<file path="src/rtl/alarm_scheduler.sv">
// rtl/alarm_scheduler.sv - alarm slot store, per-minute matcher and ring/snooze/timeout FSM
// Lowest matching slot wins; matches that cannot be serviced raise a one-cycle missed pulse.
module alarm_scheduler #(
  parameter int NUM_SLOTS  = 7,
  parameter int SLOT_W     = 3,
  parameter int TIME_W     = 13,
  parameter int SNOOZE_MIN = 5,
  parameter int RING_MAX   = 10
) (
  input  logic              clk,
  input  logic              rst,
  input  logic              minute_tick,
  input  logic [TIME_W-1:0] cur_time,
  input  logic [2:0]        cur_day,
  input  logic              wr_en,
  input  logic [SLOT_W-1:0] wr_slot,
  input  logic [TIME_W-1:0] wr_time,
  input  logic [6:0]        wr_days,
  input  logic              wr_enable,
  input  logic              ack,
  input  logic              snooze,
  output logic              alarm_on,
  output logic              snoozed,
  output logic [SLOT_W-1:0] active_slot,
  output logic              missed
);

  localparam logic [1:0] ST_IDLE = 2'd0;
  localparam logic [1:0] ST_RING = 2'd1;
  localparam logic [1:0] ST_SNZ  = 2'd2;

  localparam int CNT_MAX = (RING_MAX > SNOOZE_MIN) ? RING_MAX : SNOOZE_MIN;
  localparam int CNT_W   = $clog2(CNT_MAX + 1);
  localparam logic [CNT_W-1:0] RING_INIT = CNT_W'(RING_MAX);
  localparam logic [CNT_W-1:0] SNZ_INIT  = CNT_W'(SNOOZE_MIN);
  localparam logic [CNT_W-1:0] CNT_ONE   = CNT_W'(1);

  logic [TIME_W-1:0]    time_q [NUM_SLOTS];
  logic [TIME_W-1:0]    time_d [NUM_SLOTS];
  logic [6:0]           days_q [NUM_SLOTS];
  logic [6:0]           days_d [NUM_SLOTS];
  logic [NUM_SLOTS-1:0] en_q, en_d;
  logic [1:0]           state_q, state_d;
  logic [CNT_W-1:0]     ring_cnt_q, ring_cnt_d;
  logic [CNT_W-1:0]     snz_cnt_q, snz_cnt_d;
  logic [SLOT_W-1:0]    active_slot_q, active_slot_d;
  logic                 missed_q, missed_d;
  logic                 any_match;
  logic [SLOT_W-1:0]    win_slot;

  always_comb begin
    en_d = en_q;
    for (int i = 0; i < NUM_SLOTS; i++) begin
      time_d[i] = time_q[i];
      days_d[i] = days_q[i];
      if (wr_en && (wr_slot == SLOT_W'(i))) begin
        time_d[i] = wr_time;
        days_d[i] = wr_days;
        en_d[i]   = wr_enable;
      end
    end
  end

  // Scan high to low so the lowest matching index is the one left in win_slot.
  always_comb begin
    any_match = 1'b0;
    win_slot  = '0;
    for (int i = NUM_SLOTS - 1; i >= 0; i--) begin
      if (minute_tick && en_q[i] && (time_q[i] == cur_time) &&
          (|({1'b0, days_q[i]} & (8'd1 << cur_day)))) begin
        any_match = 1'b1;
        win_slot  = SLOT_W'(i);
      end
    end
  end

  always_comb begin
    state_d       = state_q;
    ring_cnt_d    = ring_cnt_q;
    snz_cnt_d     = snz_cnt_q;
    active_slot_d = active_slot_q;
    missed_d      = 1'b0;
    case (state_q)
      ST_IDLE: begin
        if (any_match) begin
          state_d       = ST_RING;
          active_slot_d = win_slot;
          ring_cnt_d    = RING_INIT;
        end
      end
      ST_RING: begin
        missed_d = any_match;
        if (ack) begin
          state_d       = ST_IDLE;
          active_slot_d = '0;
        end else if (snooze) begin
          state_d   = ST_SNZ;
          snz_cnt_d = SNZ_INIT;
        end else if (minute_tick) begin
          ring_cnt_d = ring_cnt_q - CNT_ONE;
          if (ring_cnt_q == CNT_ONE) begin
            state_d       = ST_IDLE;
            active_slot_d = '0;
            missed_d      = 1'b1;
          end
        end
      end
      ST_SNZ: begin
        missed_d = any_match;
        if (ack) begin
          state_d       = ST_IDLE;
          active_slot_d = '0;
        end else if (minute_tick) begin
          snz_cnt_d = snz_cnt_q - CNT_ONE;
          if (snz_cnt_q == CNT_ONE) begin
            state_d    = ST_RING;
            ring_cnt_d = RING_INIT;
          end
        end
      end
      default: begin
        state_d       = ST_IDLE;
        active_slot_d = '0;
      end
    endcase
  end

  always_ff @(posedge clk) begin
    if (rst) begin
      for (int i = 0; i < NUM_SLOTS; i++) begin
        time_q[i] <= '0;
        days_q[i] <= '0;
      end
      en_q          <= '0;
      state_q       <= ST_IDLE;
      ring_cnt_q    <= '0;
      snz_cnt_q     <= '0;
      active_slot_q <= '0;
      missed_q      <= 1'b0;
    end else begin
      for (int i = 0; i < NUM_SLOTS; i++) begin
        time_q[i] <= time_d[i];
        days_q[i] <= days_d[i];
      end
      en_q          <= en_d;
      state_q       <= state_d;
      ring_cnt_q    <= ring_cnt_d;
      snz_cnt_q     <= snz_cnt_d;
      active_slot_q <= active_slot_d;
      missed_q      <= missed_d;
    end
  end

  assign alarm_on    = (state_q == ST_RING);
  assign snoozed     = (state_q == ST_SNZ);
  assign active_slot = active_slot_q;
  assign missed      = missed_q;

endmodule

</file>
<file path="config.mk">
export PLATFORM = sky130hd
export DESIGN_NAME = alarm_scheduler
export DESIGN_NICKNAME = d
export VERILOG_FILES = /design/src/rtl/alarm_scheduler.sv
export SDC_FILE = /design/constraint.sdc
export NUM_CORES = 1
export LEC_CHECK = 0
export ABC_CLOCK_PERIOD_IN_PS = 2600
export BUFFER_PORTS_ARGS = -buffer_cell sky130_fd_sc_hd__buf_2
export CAP_MARGIN = 5
export CORE_ASPECT_RATIO = 0.6
export CORE_MARGIN = 5
export CORE_UTILIZATION = 55
export CTS_BUF_LIST = sky130_fd_sc_hd__clkbuf_2 sky130_fd_sc_hd__clkbuf_4 sky130_fd_sc_hd__clkbuf_8
export CTS_CLUSTER_SIZE = 8
export DETAILED_ROUTE_END_ITERATION = 6
export PLACE_DENSITY = 0.73
export SYNTH_ARGS = -nofsm -noshare
export SYNTH_HDL_FRONTEND = slang
export SYNTH_SLANG_ARGS = --single-unit
</file>
<file path="constraint.sdc">
create_clock -name clk -period 2.6 [get_ports clk]
set_input_delay 0.13 -clock clk [delete_from_list [all_inputs] [get_ports clk]]
set_output_delay 0.13 -clock clk [all_outputs]
set_load 0.02 [all_outputs]
</file>
==> results.json <==
{
  "clk_pin_slew_worst_paths_ps": 90,
  "synth_nets": 1053,
  "synth_top_cell_area_share": 0.4055,
  "fp.dieW_um": 165.2,
  "cpMaxStageDelayCell": "nor4_1",
  "drcViolationCount": 0,
  "synth-seq-cells": 161,
  "h-tree-depth": 4,
  "final_common_cell": "nand2_1",
  "synth_top_area_cell": "dfxtp_1",
  "pwr-share-clk": 0.395,
  "row_count": 34,
  "syn_area_per_cell_um2": 7.956,
  "drt_first_pass_iters": 5,
  "grt_pass1_vias": 6386,
  "ys.flop_type": "dfxtp_1",
  "fin_cells": 1236,
  "grt_usage": 0.2712,
  "fmax_mhz": 433.5,
  "vias_per_cell": 5.697,
  "async_flop_share": 0,
  "power_density_nw_per_um2": 578.9,
  "synth_area_leaders": "dfxtp_1 (41%), nand2_1 (15%), a21oi_1 (9.9%), xnor2_1 (6.6%), mux2i_1 (2.5%)",
  "finalCritPeriodShare": 0.8872,
  "wire_per_inst_um": 18.21,
  "clockRootBuffer": "clkbuf_8",
  "setup_viol": 0,
  "skew_ps": 10.45,
  "slew_viol_final": 0,
  "dp_cells": 1196,
  "drtAntennaViolNets": 0,
  "hold_class": "in2reg",
  "place.port_buffers": 51,
  "path_max_fanout": 8,
  "post-route-min-period_ps": 2307,
  "tritoncts": "yes",
  "hpwlAfterDp_um": 15980,
  "core_area_um2": 14340,
  "die_y_um": 103.1,
  "postCtsSetupBuffers": 0,
  "crit_chain": "xor2_1 -> nor4_1 -> nand4_1 -> o32ai_4 -> nor3_4 -> a21oi_2 -> mux2_4",
  "cts_buffer_depth": 2,
  "critPathTopFamily": "simple AND/OR/NAND/NOR gates",
  "cp_num_buf_inv": 0,
  "antennaDiodeCount": 0,
  "layout-drive-gt1-share": 0.1233,
  "drtIter0Drc": 762,
  "vias": 7042,
  "ios": 52,
  "worst_skew_pair.late_latency_ps": 460,
  "cts_resized": 0,
  "drv_cap": 0,
  "routed_wl_um": 22510,
  "tns_ps": 0,
  "grt_pass1_wl_um": 35490,
  "end_kind": "flip-flop",
  "p_seq_frac": 0.504,
  "path_class": "reg2reg",
  "synth_warnings": 0,
  "synth_cells": 999,
  "yosysUniqueCellTypes": 64,
  "pwr-share-comb": 0.101,
  "vdd_drop_max_uv": 311.3,
  "die-area_um2": 17030,
  "place.gp.congestion": 0.9385,
  "fin_util": 0.6087,
  "worst_pin_slew_ps": 852.6,
  "cts_sinks": 161,
  "numCtsBuffers": 17,
  "p_switching_mw": 1.361,
  "hold_viol": 0,
  "outcome": "completed",
  "slew-limit-headroom": 0.4303,
  "leakage_nw": 2.955,
  "start_util": 0.5544,
  "regArea_um2": 3223,
  "grt_max_degree": 82,
  "seq_area_frac_synth": 0.4055,
  "mostFrequentLayoutCells": "nand2_1 (311), dfxtp_1 (161), a21oi_1 (157)",
  "area_growth_pct": 9.792,
  "worstSetupStartpointType": "flip-flop",
  "p_int_mw": 3.690,
  "nets": 1079,
  "synth_edf_count": 0,
  "swShare": 0.2695,
  "final.fill_count": 1294,
  "grt_setup_unrepaired": "false",
  "synth_area_um2": 7948,
  "gr-total-overflow": 0,
  "antenna_found_initial": 0,
  "multiInputGateArea_um2": 4303,
  "critPathRequiredTime_ps": 2940,
  "cpPeakStageDelay_ps": 380,
  "cp.arrival_ps": 2650
}
cell usage after synthesis, drive strengths merged, types with 4 or more instances:
| cell type | number |
|---|---|
| a311oi | 6 |
| a21oi | 158 |
| clkbuf | 44 |
| dfxtp | 161 |
| or4 | 4 |
| ha | 8 |
| xor2 | 19 |
| nor4 | 11 |
| nand2 | 311 |
| nor2 | 27 |
| xnor2 | 72 |
| nor3 | 11 |
| nand4 | 30 |
| buf | 23 |
| inv | 16 |
| o21ai | 5 |
| nand3 | 18 |
| o22ai | 6 |
| nand2b | 9 |
| mux2i | 20 |
worst reg2reg max path: cells and delay by family, from the launching register on:
family / cells / cell delay (ps)
DFF: 1 / 330
xor gates and xnor gates: 1 / 180
muxes: 1 / 310
and+or+nand+nor: 3 / 790
AOI/OAI and AO/OA: 2 / 610
path summary, 6_finish.rpt:
check / from / cells after the start / endpoint / slack, ps
setup / recovery: time_q[0][32]$_SDFFE_PP0P_ / 7 / state_q[1]$_SDFFE_PP0P_ / 290
hold / removal: wr_time[1] / 3 / time_q[0][27]$_SDFFE_PP0P_ / 20
setup reg to reg: time_q[0][32]$_SDFFE_PP0P_ / 7 / state_q[1]$_SDFFE_PP0P_ / 290
hold reg to reg: days_q[0][23]$_SDFFE_PP0P_ / 2 / days_q[0][23]$_SDFFE_PP0P_ / 460
kinds of logic (layout without fill, tap and decap cells):
family | Yosys count | count (layout) | share of synthesized area
mux | 22 | 22 | 0.02991
buf+inv | 83 | 122 | 0.05431
compound gates | 194 | 194 | 0.1422
xor+xnor | 91 | 91 | 0.1116
simple gates | 440 | 440 | 0.2439
flops | 161 | 161 | 0.4055
fa+ha+maj | 8 | 8 | 0.01259
metal layers:
metal,global-route usage,vias to the layer above,wire length (um)
met5,0,-,0
met4,0.07157,0,310
met3,0.05873,24,2458
met2,0.3766,337,8994
met1,0.4206,3273,10750
li1,-,3408,-
registers in the layout, summed over array words and instances (netlist names):
register,flops
state_q,2
ring_cnt_q,4
days_q,49
snz_cnt_q,4
active_slot,3
time_q,91
missed,1
en_q,7
power by group through the flow:
stage / Clock, mW / Sequential (mW) / Combinational [mW]
6_report: 2.00 / 2.54 / 0.510
5_1_grt: 2.12 / 2.55 / 0.546
4_1_cts: 2.02 / 2.54 / 0.499
3_5_place_dp: 0 / 2.60 / 0.488
3_3_place_gp: 0 / 2.60 / 0.482
2_1_floorplan: 0 / 2.59 / 0.329
final cells by class:
cell class	count	share of cell area
multi-input cells	755	0.4931
flip-flops and latches	161	0.3694
repair buffers	74	0.05305
clock buffers	19	0.02925
well taps	198	0.02839
clock inverters	13	0.01993
inverters	16	0.006883
per-stage QoR:
stage / worst slack [ps] / hold slack, ps / area, um^2 / total power, mW
finish: 293.4 / 20.78 / 8726 / 5.051
detailed placement: 157.3 / 446.0 / 8217 / 3.089
CTS: 333.2 / 0.08846 / 8726 / 5.064
floorplan: 567.5 / 266.0 / 7948 / 2.922
global route: 190.6 / 13.31 / 8726 / 5.213
global placement: 213.4 / 442.4 / 8217 / 3.083
what timing repair did:
action | in CTS | in global routing
endpoints found under the hold margin | 21 | 0
setup endpoints to repair | 0 | 0
hold buffers | 8 | 0
Power figures use the tool's default switching activity.
